[config.mk]
export PLATFORM = sky130hd
export DESIGN_NAME = ramp_sweep_gen
export DESIGN_NICKNAME = d
export VERILOG_FILES = /design/src/rtl/ramp_sweep_gen.sv
export SDC_FILE = /design/constraint.sdc
export NUM_CORES = 1
export LEC_CHECK = 0
export BUFFER_PORTS_ARGS = -buffer_cell sky130_fd_sc_hd__buf_2
export CORE_MARGIN = 5
export CORE_UTILIZATION = 40
export DETAILED_ROUTE_END_ITERATION = 8
export HOLD_SLACK_MARGIN = 0.06
export MAX_ROUTING_LAYER = met4
export SYNTH_ARGS = -nofsm -noshare
export SYNTH_HDL_FRONTEND = slang
export SYNTH_SLANG_ARGS = --single-unit
[constraint.sdc]
create_clock -name clk -period 4.65 [get_ports clk]
set_input_delay 0.6975 -clock clk [delete_from_list [all_inputs] [get_ports clk]]
set_output_delay 0.6975 -clock clk [all_outputs]
set_load 0.05 [all_outputs]
[src/rtl/ramp_sweep_gen.sv]
// Ramp/sweep DAC code generator with per-point DAC load, ADC sample strobe and capture address.
// Latency: first point one cycle after trig; each point holds max(point_period,2) cycles.
// Backpressure: none, free-running once started; abort stops on the next edge.
module ramp_sweep_gen #(
    parameter int DATA_W = 16,
    parameter int ADDR_W = 16,
    parameter int DLY_W  = 6,
    parameter int CNT_W  = 8
) (
    input  logic              clk,
    input  logic              rst,
    input  logic              trig,
    input  logic              abort,
    input  logic [1:0]        mode,
    input  logic [DATA_W-1:0] set_min,
    input  logic [DATA_W-1:0] set_max,
    input  logic [DATA_W-1:0] step,
    input  logic [DATA_W-1:0] dc_value,
    input  logic [ADDR_W-1:0] dc_len,
    input  logic [DLY_W-1:0]  point_period,
    input  logic [CNT_W-1:0]  sweeps,
    output logic [DATA_W-1:0] ramp_out,
    output logic              dac_load,
    output logic              sample_stb,
    output logic [ADDR_W-1:0] wr_addr,
    output logic              busy,
    output logic              done,
    output logic              cfg_err
);

    localparam logic [1:0] S_IDLE = 2'd0;
    localparam logic [1:0] S_RUN  = 2'd1;
    localparam logic [1:0] S_DONE = 2'd2;

    localparam logic [1:0] M_DC  = 2'b00;
    localparam logic [1:0] M_UP  = 2'b01;
    localparam logic [1:0] M_TRI = 2'b10;
    localparam logic [1:0] M_DN  = 2'b11;

    logic [1:0]        state;
    logic [1:0]        mode_q;
    logic [DATA_W-1:0] min_q, max_q, step_q, dcv_q;
    logic [ADDR_W-1:0] dc_len_q;
    logic [DLY_W-1:0]  period_q;
    logic [CNT_W-1:0]  sweeps_q, sweep_left;
    logic [DLY_W-1:0]  cnt;
    logic              dn_phase;
    logic [DATA_W-1:0] ramp_q;
    logic [ADDR_W-1:0] addr_q;
    logic              cfg_err_q;

    logic              cfg_bad;
    logic [DATA_W-1:0] start_val, first_val, nxt_val;
    logic [DATA_W:0]   sum_w, diff_w;
    logic [ADDR_W:0]   addr_inc;
    logic              up_ok, dn_ok, nxt_ok, nxt_dn;
    logic              last_point, last_sweep;

    always_comb begin
        cfg_bad = (mode != M_DC) && ((set_min > set_max) || (step == '0));

        case (mode)
            M_DC:    start_val = dc_value;
            M_DN:    start_val = set_max;
            default: start_val = set_min;
        endcase

        case (mode_q)
            M_DC:    first_val = dcv_q;
            M_DN:    first_val = max_q;
            default: first_val = min_q;
        endcase

        // One extra bit so neither overflow past max nor underflow below 0 can alias a legal code.
        sum_w    = {1'b0, ramp_q} + {1'b0, step_q};
        diff_w   = {1'b0, ramp_q} - {1'b0, step_q};
        up_ok    = sum_w <= {1'b0, max_q};
        dn_ok    = !diff_w[DATA_W] && (diff_w[DATA_W-1:0] >= min_q);
        addr_inc = {1'b0, addr_q} + (ADDR_W+1)'(1);

        nxt_val = sum_w[DATA_W-1:0];
        nxt_ok  = 1'b0;
        nxt_dn  = 1'b0;
        case (mode_q)
            M_DC: begin
                nxt_val = dcv_q;
                nxt_ok  = addr_inc < {1'b0, dc_len_q};
            end
            M_UP: begin
                nxt_ok = up_ok;
            end
            M_DN: begin
                nxt_val = diff_w[DATA_W-1:0];
                nxt_ok  = dn_ok;
            end
            default: begin
                if (!dn_phase && up_ok) begin
                    nxt_ok = 1'b1;
                end else begin
                    nxt_val = diff_w[DATA_W-1:0];
                    nxt_ok  = dn_ok;
                    nxt_dn  = 1'b1;
                end
            end
        endcase

        last_point = (cnt == period_q);
        last_sweep = (sweeps_q != '0) && (sweep_left == CNT_W'(1));
    end

    always_ff @(posedge clk or negedge rst) begin
        if (!rst) begin
            state      <= S_IDLE;
            mode_q     <= M_DC;
            min_q      <= '0;
            max_q      <= '0;
            step_q     <= '0;
            dcv_q      <= '0;
            dc_len_q   <= '0;
            period_q   <= '0;
            sweeps_q   <= '0;
            sweep_left <= '0;
            cnt        <= '0;
            dn_phase   <= 1'b0;
            ramp_q     <= '0;
            addr_q     <= '0;
            cfg_err_q  <= 1'b0;
        end else begin
            case (state)
                S_IDLE: begin
                    if (trig && !abort) begin
                        if (cfg_bad) begin
                            cfg_err_q <= 1'b1;
                        end else begin
                            cfg_err_q  <= 1'b0;
                            state      <= S_RUN;
                            mode_q     <= mode;
                            min_q      <= set_min;
                            max_q      <= set_max;
                            step_q     <= step;
                            dcv_q      <= dc_value;
                            dc_len_q   <= (dc_len == '0) ? ADDR_W'(1) : dc_len;
                            period_q   <= (point_period < DLY_W'(2)) ? DLY_W'(2) : point_period;
                            sweeps_q   <= sweeps;
                            sweep_left <= sweeps;
                            ramp_q     <= start_val;
                            addr_q     <= '0;
                            cnt        <= DLY_W'(1);
                            dn_phase   <= 1'b0;
                        end
                    end
                end
                S_RUN: begin
                    if (abort) begin
                        state <= S_IDLE;
                    end else if (!last_point) begin
                        cnt <= cnt + DLY_W'(1);
                    end else if (nxt_ok) begin
                        ramp_q   <= nxt_val;
                        addr_q   <= addr_q + ADDR_W'(1);
                        dn_phase <= nxt_dn;
                        cnt      <= DLY_W'(1);
                    end else if (last_sweep) begin
                        state <= S_DONE;
                    end else begin
                        ramp_q   <= first_val;
                        addr_q   <= '0;
                        dn_phase <= 1'b0;
                        cnt      <= DLY_W'(1);
                        if (sweeps_q != '0) begin
                            sweep_left <= sweep_left - CNT_W'(1);
                        end
                    end
                end
                S_DONE: begin
                    state <= S_IDLE;
                end
                default: begin
                    state <= S_IDLE;
                end
            endcase
        end
    end

    assign ramp_out   = ramp_q;
    assign wr_addr    = addr_q;
    assign busy       = (state == S_RUN);
    assign done       = (state == S_DONE);
    assign dac_load   = busy && (cnt == DLY_W'(1));
    assign sample_stb = busy && last_point;
    assign cfg_err    = cfg_err_q;

endmodule

Word-level counts from Yosys, hierarchy flattened --
Cells that the tools add are included.
Word-level totals: word-level logic and storage cells 127, input bits 100, RAM bits 0, output and inout port bits 37, bits in latches 0, memories 0, bits in read-only memories 0, register bits 146
Operators by class: mux-type cells 54, eq/ne operators 20, shift-type cells 0, order comparisons 5, add/subtract/negate cells 6, div/mod/pow operators 0, reductions and logical operators 26, $mul 0, bitwise operators 1
Operators with widths (number):
- two-way mux 16 bit | 14
- one-hot mux 16 bit (2 select lines) | 4
- two-way mux 8 bit | 7
- one-hot mux 16 bit (3 select lines) | 1
- two-way mux 6 bit | 7
- logical NOT 16 bit | 2
- adder 16 x 1 -> 17 bit (second input constant) | 1
- adder 16 x 16 -> 17 bit | 1
- <= comparator 17 x 16 -> 1 bit | 1
- less-than comparator 17 x 16 -> 1 bit | 1
- subtractor 16 x 16 -> 17 bit | 1
- adder 16 x 1 -> 16 bit (second input constant) | 1
- >= comparator 16 bit | 1
- greater-than comparator 16 bit | 1
- one-hot mux 8 bit (2 select lines) | 1
- two-way mux 2 bit | 6
- one-hot mux 6 bit (2 select lines) | 1
- two-way mux 1 bit | 10
- != test 2 bit (second input constant) | 5
- AND reduction 5 bit | 2
- equality test 8 x 1 -> 1 bit (second input constant) | 1
- AND reduction 8 bit | 1
- nonzero test 8 bit | 1
- subtractor 8 x 1 -> 8 bit (second input constant) | 1
- other kinds (23) | 40

Depth between registers and ports, before layout --
Gate-level depths: netlist (run 1).
depth after elaboration 9, depth in mapped cells 22, depth with buffers taken out 20

Least setup slack after synthesis (run 1) --
No wires, ideal clock.
kind register to register, start point register ramp_q[1] (netlist: ramp_out[1]), end point register ramp_q[0] (netlist: ramp_out[0]), required time 4.523 ns, data arrival time 4.848 ns, cell stages (with the launch flop) 21, buffers on the path 2, slack -0.325 ns, period minus slack after synthesis 4.975 ns, library setup time 0.127 ns, cell sequence dfrtp_1 > inv_1 > fa_1 > o21bai_2 > o211ai_1 > a21boi_4 > a311oi_4 > o31ai_1 > xnor2_1 > ha_1 > a2111oi_0 > o21ai_1 > a2111oi_2 > o22ai_4 > o221ai_1 > o21a_1 > buf_6 > o311ai_4 > buf_6 > a211oi_1 > a21oi_1
On the way: word-level cells in the longest chain between the ends 9, elaborated cells on any way between the ends 17, those cells by class 2 x add/sub; 2 x order compare; 1 x eq/ne; 8 x mux; 4 x reduce/logical
RTL lines:
- start: declaration | line 48 | logic [DATA_W-1:0] ramp_q;
- start signal: assignment | line 146 | ramp_q <= start_val;
- start signal: assignment | line 159 | ramp_q <= nxt_val;
- start signal: assignment | line 166 | ramp_q <= first_val;
- adder 16 x 16 -> 17 bit / subtractor 16 x 16 -> 17 bit (equally long branches) | line 75, 76
- <= comparator 17 x 16 -> 1 bit, or another cell as far along | line 77 | up_ok = sum_w <= {1'b0, max_q};
- logical AND 1 bit, on equally long branches | line 97, 78
- two-way mux 16 bit / two-way mux 1 bit (equally long branches) | line 97 | if (!dn_phase && up_ok) begin
- one-hot mux 16 bit (3 select lines) / one-hot mux 1 bit (3 select lines) (equally long branches) | line 84 | case (mode_q)
- two-way mux 16 bit | line 158 | end else if (nxt_ok) begin
- two-way mux 16 bit | line 156 | end else if (!last_point) begin
- two-way mux 16 bit | line 154 | if (abort) begin
- one-hot mux 16 bit (2 select lines) | line 129 | case (state)
Several ways; a longest one is shown, not always the timed one. The select of a mux whose other input is x is not followed. A chain may end at the register's enable or synchronous reset.

Worst setup path after layout (run 1) --
start point register ramp_q[1] (netlist: ramp_out[1]), end point register cnt[1]
On the way: word-level cells in the longest chain between the ends 9, elaborated cells on any way between the ends 15, those cells by class 2 x add/sub; 2 x order compare; 1 x eq/ne; 6 x mux; 4 x reduce/logical
RTL lines:
- adder 16 x 16 -> 17 bit / subtractor 16 x 16 -> 17 bit (equally long branches) | line 75, 76
- <= comparator 17 x 16 -> 1 bit, or another cell as far along | line 77
- logical AND 1 bit, on equally long branches | line 97, 78
- two-way mux 1 bit | line 97
- one-hot mux 1 bit (3 select lines) * | line 84
- two-way mux 6 bit | line 158
- two-way mux 6 bit | line 156
- two-way mux 6 bit | line 154
- one-hot mux 6 bit (2 select lines) | line 129
- end signal: assignment | line 157 | cnt <= cnt + DLY_W'(1);
- end: declaration | line 46 | logic [DLY_W-1:0] cnt;
Mark *: on every way between the ends. The rest lies on a longest branch, timed or not. The select of a mux whose other input is x is not followed.

==> results of run 1 <==
==> repair_timing <==
| item | in CTS | in global routing |
|---|---|---|
| pin swaps | 21 | 62 |
| gates resized for setup | 59 | 101 |
| endpoints found under the hold margin | 0 | 0 |
| endpoints found under the setup margin | 49 | 49 |
| gates cloned | 1 | 3 |
| buffers inserted | 12 | 19 |
==> area by class of cell <==
class                   instances  area [um^2]  area share
clock inverters                13          150      0.0105
inverters                     124          468      0.0327
clock buffers                  19          443      0.0310
repair buffers                285         1980       0.139
flip-flops and latches        146         3660       0.256
well taps                     341          427      0.0299
multi-input cells             984         7160       0.501
==> critical path, delay by kind of cell (launching register included) <==
family	cells	cell delay, ns
buffers and inverters	5	0.67
xor gates and xnor gates	1	0.10
adders and majority gates	2	0.56
AOI/OAI and AO/OA	12	2.71
and+or+nand+nor	1	0.13
DFF	1	0.44
==> logic make-up (layout without fill, tap and decap cells) <==
| kind of cell | Yosys count | count (layout) | share of synthesized area |
|---|---|---|---|
| and+or+nand+nor | 410 | 411 | 0.166 |
| AOI/OAI and AO/OA | 405 | 405 | 0.253 |
| buffers and inverters | 198 | 441 | 0.0747 |
| DFF | 146 | 146 | 0.332 |
| adders and majority gates | 109 | 109 | 0.125 |
| xor gates and xnor gates | 48 | 48 | 0.0382 |
| muxes | 11 | 11 | 0.0102 |
==> placed cells by master (no fill, tap or decap), types with 14 or more instances in the layout <==
master     Yosys  routed
xor2_1        15      15
nand4_1       14      14
buf_2          9     135
nor2_1        56      52
dfrtp_1      146     141
a31oi_1       22      19
a22oi_1       19      18
buf_4          4     119
inv_1        120     114
nand2_1      232     224
a21o_1        17      17
nor4_1        19      17
nor3_1        19      19
buf_6          7      23
clkbuf_16      0      19
ha_1         107      93
a21oi_1       78      71
xnor2_1       33      28
a221oi_1      17      15
nand3_1       18      16
o21ai_0      119     104
==> worst paths after layout <==
check | start | to | slack (ns) | cells past startpoint
setup / recovery | ramp_out[1] | cnt[1] | -0.05 | 21
hold / removal | rst | dcv_q[3] | 0.30 | 1
setup reg to reg | ramp_out[1] | cnt[1] | -0.05 | 21
hold reg to reg | dc_len_q[0] | dc_len_q[0] | 0.48 | 2
max in group asynchronous | rst | sweep_left[5] | 3.31 | 2
min in group clk | sweeps[2] | sweeps_q[2] | 0.48 | 3
==> state kept, by name, indices dropped and copies added, names as in the netlist, 8 cells and up <==
| name | cells |
|---|---|
| sweep_left | 8 |
| dcv_q | 16 |
| min_q | 16 |
| max_q | 16 |
| sweeps_q | 8 |
| dc_len_q | 16 |
| ramp_out | 16 |
| wr_addr | 16 |
| step_q | 16 |
==> per-layer routing <==
layer  routed length (um)  track usage  vias to the layer above
met4                  512       0.0439                        0
li1                     -            -                     5161
met5                    0            -                        -
met3                 2430       0.0409                       39
met1                18500        0.363                     5231
met2                16700        0.358                      391
==> power by group through the flow <==
stage                     logic (mW)  clock network [mW]  registers, mW
after detailed placement        6.54                   0           1.86
after global routing            8.54                1.51           1.89
after floorplan                 3.91                   0           2.03
after CTS                       7.04                1.45           1.84
after global placement          6.49                   0           1.85
final                           7.90                1.43           1.85
==> cells in the mapped netlist (10+ instances only) <==
library cell,n,share of area
nor2_1,56,0.019
nand3_1,18,0.0082
a221o_1,12,0.011
o21a_1,10,0.0068
o211ai_1,11,0.0075
inv_1,120,0.041
nand2_1,232,0.079
nor2b_1,10,0.0057
ha_1,107,0.12
a31oi_1,22,0.013
nand2b_1,13,0.0074
nand4_1,14,0.0080
a221oi_1,17,0.014
a22oi_1,19,0.013
dfrtp_1,146,0.33
xnor2_1,33,0.026
a21o_1,17,0.012
nor3_1,19,0.0086
nor4_1,19,0.011
xor2_1,15,0.012
clkbuf_1,45,0.015
o21ai_0,119,0.054
a21oi_1,78,0.035
==> impl_metrics.json, run 1 <==
{
  "final_core_utilization": 0.529,
  "dpl_cell_area_mm2": 0.0127,
  "ys_ff_latch": 146,
  "ctsLongestPathBuffers": 2,
  "run_status": "finished with violations",
  "tritoncts": "done",
  "syn-cell-area_mm2": 0.0110,
  "timing_max_transition_violations_final": 0,
  "layoutNonFillerInstCount": 1912,
  "end_kind": "flip-flop",
  "p_int_mw": 5.95,
  "drt_first_iter_violations": 996,
  "synth.net_count": 1536,
  "clock_insertion_delay_worst_skew_ns": 0.43,
  "seq_area_frac_synth": 0.332,
  "cp.required_ns": 4.99,
  "crit_path_cell_trace": "buf_6 -> ha_4 -> nor2b_4 -> o31a_1 -> o31a_1 -> o41a_1 -> a21o_1 -> a21oi_2 -> xnor2_2 -> ha_1 -> a21o_1 -> a21o_1 -> a221oi_2 -> o32ai_2 -> o21a_1 -> buf_6 -> buf_8 -> o41ai_4 -> buf_6 -> inv_4 -> o22ai_2",
  "whs_ns": 0.301,
  "p_leak_nw": 6.84,
  "ys.flop_type": "dfrtp_1",
  "syn_area_per_cell_um2": 8.30,
  "net_switching_share_of_the_total_power": 0.469,
  "port-buffer-count": 136,
  "fin_ws_ns": -0.0501,
  "power.share.clock": 0.128,
  "number_of_enable_flip_flop_cells_after_synthesis": 0,
  "critPathArrivalTime_ns": 5.04,
  "clock_tree.htree_level_count": 4,
  "synthesis.instances": 1327,
  "finish.net_count": 1767,
  "power.combinational.fraction": 0.706,
  "final.fill_count": 2551,
  "power_mw": 11.2,
  "max-slew-margin-rel": 0.344,
  "total_switching_power_mw": 5.24,
  "fmax_achieved_mhz": 213,
  "gp_routability_congestion": 0.928,
  "dpl_worst_slack_ns": -0.236,
  "setup_viol": 13,
  "cts.root.buffer_cell": "clkbuf_16",
  "wl_per_cell_um": 19.9,
  "worstHoldPathType": "primary input to asynchronous set/reset pin",
  "coreArea_mm2": 0.0270,
  "ios": 137,
  "antenna_violations_before_repair": 0,
  "failed_checks": "setup timing",
  "floorplan.die.width_um": 176,
  "vdd_drop_max_mv": 0.393,
  "dieArea_mm2": 0.0309,
  "finClkSkew_ns": 0.0182,
  "die-height_um": 176,
  "clk_transition_reported_paths_ns": 0.07,
  "postRouteAntennaNets": 0,
  "cap_viol_max_count": 0,
  "timing.final.hold_violations": 0,
  "number_of_clock_sinks_seen_by_cts": 146,
  "drc": 0,
  "ys_types": 85,
  "tightestPinTransition_ns": 0.985,
  "path_max_fanout": 7,
  "dp_hpwl_mm": 28.6,
  "final_period_utilization": 1.01,
  "layout.cell_area.non_filler_mm2": 0.0143,
  "grt_overflow_total": 0,
  "num_rows": 60,
  "p_per_area_mw_per_mm2": 783,
  "postSynth.asyncResetShare": 1.00,
  "drt_first_pass_iters": 5,
  "num_vias": 10822,
  "vias_in_the_first_global_route": 10461,
  "vias_per_cell": 5.66,
  "grt_setup_unrepaired": "true",
  "worst_path_max_delay_cell": "dfrtp_2",
  "drt-total-wl_mm": 38.1,
  "power.share.sequential": 0.166,
  "global_route.usage.total": 0.245,
  "tritoncts.num_buffers": 17,
  "timing.critical_path.slowest_cell_delay_ns": 0.44,
  "crit_path_start_kind": "flip-flop",
  "final_period_minus_worst_setup_slack_ns": 4.70,
  "global_route_wire_length_before_repair_mm": 58.8,
  "synthesis.yosys.warnings": 0,
  "setup_total_negative_slack_ns": -0.335,
  "effective_utilization_at_floorplan": 0.407,
  "drive_gt1_frac": 0.284,
  "grt_max_degree": 83,
  "timing_worst_setup_path_type": "flip-flop to flip-flop",
  "numPlacedInstances": 1847,
  "antenna-diode-count": 0,
  "cts_hold_repair.buffers": 0,
  "layout-area-overhead-vs-synth_pct": 29.8
}
(Power assumes the default switching activity.)
==> inputs of run 2 (changes only) <==
==> constraint.sdc (replaced) <==
create_clock -name clk -period 4.3 [get_ports clk]
set_input_delay 0.645 -clock clk [delete_from_list [all_inputs] [get_ports clk]]
set_output_delay 0.645 -clock clk [all_outputs]
set_load 0.05 [all_outputs]
==> run 2 against run 1 <==
  * The run still ends with setup timing left
  * Combinational power grew 7.1%
  * Cell count grew 1.5%
  * Worst hold slack lost 0.049 ns
  * Worst setup slack lost 0.33 ns
  * Largest cell class unchanged
==> impl_metrics.json, run 2 (synthesized netlist as in run 1, its figures left out) <==
{
  "final_period_minus_worst_setup_slack_ns": 4.68,
  "dpl_cell_area_mm2": 0.0132,
  "failed_checks": "setup timing",
  "coreArea_mm2": 0.0270,
  "timing.final.hold_violations": 0,
  "power_mw": 11.9,
  "layout-area-overhead-vs-synth_pct": 29.3,
  "run_status": "finished with violations",
  "worst_path_most_repeated_cell": "a21o_1",
  "antenna_violations_before_repair": 0,
  "cts.root.buffer_cell": "clkbuf_16",
  "layoutNonFillerInstCount": 1940,
  "global_route.usage.total": 0.251,
  "whs_ns": 0.252,
  "end_kind": "flip-flop",
  "crit_path_cell_trace": "inv_2 -> ha_4 -> nor2b_1 -> o31a_1 -> o31a_1 -> o41a_1 -> a21o_1 -> a21oi_2 -> xnor2_2 -> ha_1 -> a21o_1 -> a21o_1 -> a221oi_2 -> o32ai_2 -> o21a_1 -> buf_6 -> o311ai_4 -> buf_12 -> nor2_1 -> a32o_1",
  "dp_hpwl_mm": 29.4,
  "cts_hold_repair.buffers": 0,
  "worstHoldPathType": "primary input to asynchronous set/reset pin",
  "tritoncts": "done",
  "number_of_clock_sinks_seen_by_cts": 146,
  "num_vias": 10896,
  "drc": 0,
  "crit_buf_inv": 3,
  "clock_tree.htree_level_count": 4,
  "grt_setup_unrepaired": "true",
  "drt_first_pass_iters": 7,
  "global_route.usage.met2": 0.366,
  "dieArea_mm2": 0.0309,
  "met1_usage": 0.365,
  "timing_worst_setup_path_type": "flip-flop to flip-flop",
  "layout.cell_area.non_filler_mm2": 0.0142,
  "crit_path_start_kind": "flip-flop",
  "worst_path_max_delay_cell": "dfrtp_1",
  "top_usage_layer": "met2",
  "numPlacedInstances": 1887,
  "final_core_utilization": 0.527,
  "p_leak_nw": 6.92,
  "drive_gt1_frac": 0.282,
  "cp.required_ns": 4.62,
  "dpl_worst_slack_ns": -0.512,
  "fin_ws_ns": -0.382,
  "timing.critical_path.slowest_cell_delay_ns": 0.42,
  "finish.net_count": 1795,
  "timing.reg2reg.worst_path_depth": 20,
  "tritoncts.num_buffers": 17,
  "critical_path_depth": 20,
  "floorplan.die.width_um": 176,
  "grt_use_met3": 0.0398,
  "cell_family_with_the_largest_share_of_critical_path_delay": "compound AO/OA/AOI/OAI gates",
  "final.fill_count": 2559,
  "drt-total-wl_mm": 38.2,
  "timing_max_transition_violations_final": 0,
  "grt_overflow_total": 0,
  "vdd_drop_max_mv": 0.503,
  "grt_max_degree": 87,
  "clock_insertion_delay_worst_skew_ns": 0.43,
  "postRouteAntennaNets": 0,
  "num_rows": 60,
  "commonest_cells_after_routing_fill_and_taps_aside": "227 x nand2_1, 160 x buf_4, 139 x dfrtp_1, 135 x buf_2, 115 x inv_1",
  "vias_per_cell": 5.62,
  "ctsLongestPathBuffers": 2,
  "p_per_area_mw_per_mm2": 837,
  "final_period_utilization": 1.09,
  "setup_viol": 49,
  "antenna-diode-count": 0,
  "path_max_fanout": 10,
  "clk_transition_reported_paths_ns": 0.07,
  "finClkSkew_ns": 0.0134,
  "port-buffer-count": 136,
  "critPathArrivalTime_ns": 5.00,
  "gp_routability_congestion": 0.955,
  "tightestPinTransition_ns": 0.982,
  "effective_utilization_at_floorplan": 0.407,
  "mostFrequentLayoutCell": "nand2_1",
  "drt_first_iter_violations": 1120,
  "cap_viol_max_count": 0,
  "wl_per_cell_um": 19.7,
  "setup_total_negative_slack_ns": -12.35,
  "max-slew-margin-rel": 0.345,
  "fmax_achieved_mhz": 214,
  "ios": 137,
  "die-height_um": 176,
  "vias_in_the_first_global_route": 10640,
  "global_route_wire_length_before_repair_mm": 59.5
}
[run 2: layout make-up]
class / instances / area, um^2 / area share
clock buffers: 18 / 429 / 0.0301
inverters: 124 / 468 / 0.0329
clock inverters: 14 / 119 / 0.00835
multi-input cells: 984 / 6970 / 0.489
flip-flops and latches: 146 / 3660 / 0.257
repair buffers: 313 / 2160 / 0.152
well taps: 341 / 427 / 0.0300
[run 2: routing by layer]
| metal | routed length, um | share of wire |
|---|---|---|
| met4 | 685 | 0.018 |
| met1 | 18500 | 0.48 |
| met3 | 2590 | 0.068 |
| met2 | 16400 | 0.43 |
| met5 | 0 | 0 |
[run 2: final timing paths]
check | from | to | slack (ns)
max | step_q[1] | dn_phase | -0.38
min | rst | dcv_q[3] | 0.25
max reg2reg | step_q[1] | dn_phase | -0.38
min reg2reg | sweeps_q[6] | sweeps_q[6] | 0.48
max in group asynchronous | rst | max_q[13] | 3.07
min in group clk | sweeps[1] | sweeps_q[1] | 0.42
[run 2: timing repair]
action / CTS / global route
endpoints found under the setup margin: 49 / 49
gates cloned: 2 / 2
gates resized for setup: 37 / 50
pin swaps: 27 / 37
hold endpoints to repair: 0 / 0
setup buffers: 12 / 7
[run 2: power by group]
part | switching [mW] | total, mW | leakage [nW] | internal, mW
Combinational | 4.58 | 8.46 | 4.84 | 3.89
Clock | 0.675 | 1.43 | 0.258 | 0.755
Sequential | 0.292 | 2.02 | 1.83 | 1.72
Total | 5.55 | 11.9 | 6.92 | 6.37
[run 2: worst reg2reg max path, stage by stage (launching register included)]
cell and delay [ns]:
dfrtp_1 0.42, inv_2 0.11, ha_4 0.20, nor2b_1 0.14, o31a_1 0.25, o31a_1 0.32, o41a_1 0.40, a21o_1 0.20
a21oi_2 0.20, xnor2_2 0.10, ha_1 0.31, a21o_1 0.16, a21o_1 0.18, a221oi_2 0.28, o32ai_2 0.13, o21a_1 0.23
buf_6 0.14, o311ai_4 0.32, buf_12 0.19, nor2_1 0.06, a32o_1 0.25
==> inputs of run 3 (changes only) <==
--- a/config.mk
+++ b/config.mk
@@ -5,6 +5,7 @@
 export SDC_FILE = /design/constraint.sdc
 export NUM_CORES = 1
 export LEC_CHECK = 0
+export ABC_AREA = 1
 export BUFFER_PORTS_ARGS = -buffer_cell sky130_fd_sc_hd__buf_2
 export CORE_MARGIN = 5
 export CORE_UTILIZATION = 40
==> run 3 against run 2 <==
  * The run now ends clean
  * Largest cell class unchanged
  * Worst setup slack better by 0.60 ns
  * Critical endpoint is now ramp_out[10]
  * Highest routed layer unchanged
  * Via count is 0.71% higher
  * Sequential share of layout area is 1.8 points higher
  * Clock skew is 0.0053 ns higher
  * Fmax is 15% higher
==> impl_metrics.json, run 3 <==
{
  "run_status": "finished clean",
  "netlist.top_cell.by_area": "dfrtp_1",
  "synthesis.instances": 1591,
  "post_synth_main_area_contributors": "dfrtp_1 33%, nand2_1 15%, ha_1 12%",
  "cell_family_with_the_largest_share_of_critical_path_delay": "simple AND/OR/NAND/NOR gates",
  "tightestPinTransition_ns": 0.946,
  "coreArea_mm2": 0.0277,
  "global_route_wire_length_before_repair_mm": 55.7,
  "postRouteAntennaNets": 0,
  "postSynth.asyncResetShare": 1.00,
  "clk_transition_reported_paths_ns": 0.07,
  "grt_overflow_total": 0,
  "worstHoldPathType": "primary input to asynchronous set/reset pin",
  "port-buffer-count": 136,
  "tritoncts": "done",
  "global_route.usage.total": 0.229,
  "final_period_minus_worst_setup_slack_ns": 4.09,
  "layoutNonFillerInstCount": 2125,
  "vdd_drop_max_mv": 0.385,
  "drt-total-wl_mm": 35.2,
  "drt_first_iter_violations": 955,
  "layout-area-overhead-vs-synth_pct": 18.9,
  "drt_first_pass_iters": 5,
  "die-height_um": 177,
  "synth_commonest_cells": "437 x nand2_1, 223 x inv_1, 160 x o21ai_0, 146 x dfrtp_1, 119 x nand3_1",
  "num_rows": 61,
  "syn-cell-area_mm2": 0.0112,
  "ys.flop_type": "dfrtp_1",
  "setup_viol": 0,
  "dp_hpwl_mm": 27.1,
  "final_core_utilization": 0.480,
  "gp_routability_congestion": 0.982,
  "drc": 0,
  "crit_buf_inv": 5,
  "ios": 137,
  "whs_ns": 0.304,
  "synthesis.yosys.warnings": 0,
  "finish.net_count": 1942,
  "clock_tree.htree_level_count": 4,
  "critPathArrivalTime_ns": 4.45,
  "commonest_cells_after_routing_fill_and_taps_aside": "427 x nand2_1, 222 x inv_1, 157 x o21ai_0, 146 x dfrtp_1, 135 x buf_2",
  "antenna_violations_before_repair": 1,
  "power_mw": 10.1,
  "worst_path_max_delay_cell": "dfrtp_1",
  "seq_area_frac_synth": 0.327,
  "mostFrequentLayoutCell": "nand2_1",
  "number_of_enable_flip_flop_cells_after_synthesis": 0,
  "number_of_clock_sinks_seen_by_cts": 146,
  "num_vias": 10973,
  "numPlacedInstances": 2083,
  "p_per_area_mw_per_mm2": 762,
  "p_leak_nw": 7.02,
  "grt_max_degree": 98,
  "synth_largest_type_area_fraction": 0.327,
  "timing.final.hold_violations": 0,
  "cap_viol_max_count": 0,
  "synth.net_count": 1800,
  "timing_worst_setup_path_type": "flip-flop to flip-flop",
  "vias_per_cell": 5.16,
  "ys_ff_latch": 146,
  "fmax_achieved_mhz": 245,
  "cp.required_ns": 4.66,
  "ctsLongestPathBuffers": 2,
  "end_kind": "flip-flop",
  "vias_in_the_first_global_route": 10595,
  "wl_per_cell_um": 16.6,
  "cts.root.buffer_cell": "clkbuf_16",
  "rrSetupSlack_ns": 0.21,
  "finClkSkew_ns": 0.0186,
  "final_period_utilization": 0.950,
  "timing_max_transition_violations_final": 0,
  "floorplan.die.width_um": 177,
  "drive_gt1_frac": 0.159,
  "max-slew-margin-rel": 0.369,
  "clock_insertion_delay_worst_skew_ns": 0.44,
  "most_common_cell_in_the_netlist": "nand2_1",
  "crit_path_start_kind": "flip-flop",
  "dieArea_mm2": 0.0314,
  "tritoncts.num_buffers": 17,
  "path_max_fanout": 8,
  "effective_utilization_at_floorplan": 0.404,
  "worst_path_most_repeated_cell": "nand2_1",
  "syn_area_per_cell_um2": 7.03,
  "timing.critical_path.slowest_cell_delay_ns": 0.38,
  "ys_types": 45
}
[run 3: cell types whose count changed in the layout (fill, tap and decap cells not counted), sizes merged, moves of 18 or more]
cell   previous run  this run
a22oi            20         1
xnor2            33         4
o21ai           124       168
nand3            19       120
nand2           232       440
xor2             15        33
inv             130       242
buf             313       184
a31oi            23         2
[run 3: cells by family (layout without fill, tap and decap cells)]
family,count (synthesis),count (layout),share of synthesized area
and+or+nand+nor,700,700,0.266
adders and majority gates,109,109,0.123
xor gates and xnor gates,37,37,0.0290
buffers and inverters,301,456,0.104
other,0,1,0
AOI/OAI and AO/OA,298,298,0.151
DFF,146,146,0.327
[run 3: stage by stage]
step           setup TNS (ns)  setup slack (ns)  cell area, um^2
2_1_floorplan               0             0.153            11200
3_3_place_gp            -6.52            -0.167            12400
6_report                    0             0.213            13300
3_5_place_dp            -6.14            -0.167            12400
4_1_cts                     0            0.0361            13000
5_1_grt                -0.590           -0.0561            13300
[run 3: cell type report]
cell class                 count  area (um^2)
inverter                     238          898
multi-input combinational   1144         6550
antenna                        1         2.50
clock inverter                14          146
fill                        2807        14400
sequential                   146         3650
timing repair buffer         186         1150
tap                          378          473
clock buffer                  18          429
[run 3: worst register-to-register path, delay by kind of cell (launching register included)]
family | cells | cell delay, ns
simple gates | 20 | 1.66
fa+ha+maj | 3 | 0.76
buf+inv | 5 | 0.61
compound gates | 3 | 0.44
flops | 1 | 0.38
xor+xnor | 1 | 0.17
[run 3: final timing paths]
check | from | cells after the start | endpoint
setup / recovery | ramp_out[0] | 32 | ramp_out[10]
hold / removal | rst | 1 | max_q[2]
setup reg to reg | ramp_out[0] | 32 | ramp_out[10]
hold reg to reg | sweeps_q[6] | 2 | sweeps_q[6]
max in group asynchronous | rst | 2 | step_q[1]
min in group clk | sweeps[1] | 3 | sweeps_q[1]
[run 3: power by group]
part	internal [mW]	leakage [nW]	switching (mW)	total [mW]
logic	2.30	4.90	4.29	6.59
clock network	0.818	0.279	0.689	1.51
registers	1.77	1.84	0.268	2.03
total	4.88	7.02	5.25	10.1
[run 3: timing repair]
item                                    in CTS  in global routing
setup buffers                                0                  7
pin swaps                                    0                 20
hold buffers                                 0                  0
resized for setup                            4                 52
endpoints found under the setup margin      44                 49
cloned                                       0                  2
[run 3: layer usage]
layer | track usage | routed length [um] | vias to the layer above
li1 | - | - | 5499
met1 | 0.281 | 15000 | 5117
met2 | 0.392 | 17800 | 304
met3 | 0.0297 | 1430 | 53
met4 | 0.0767 | 988 | 0
met5 | - | 0 | -
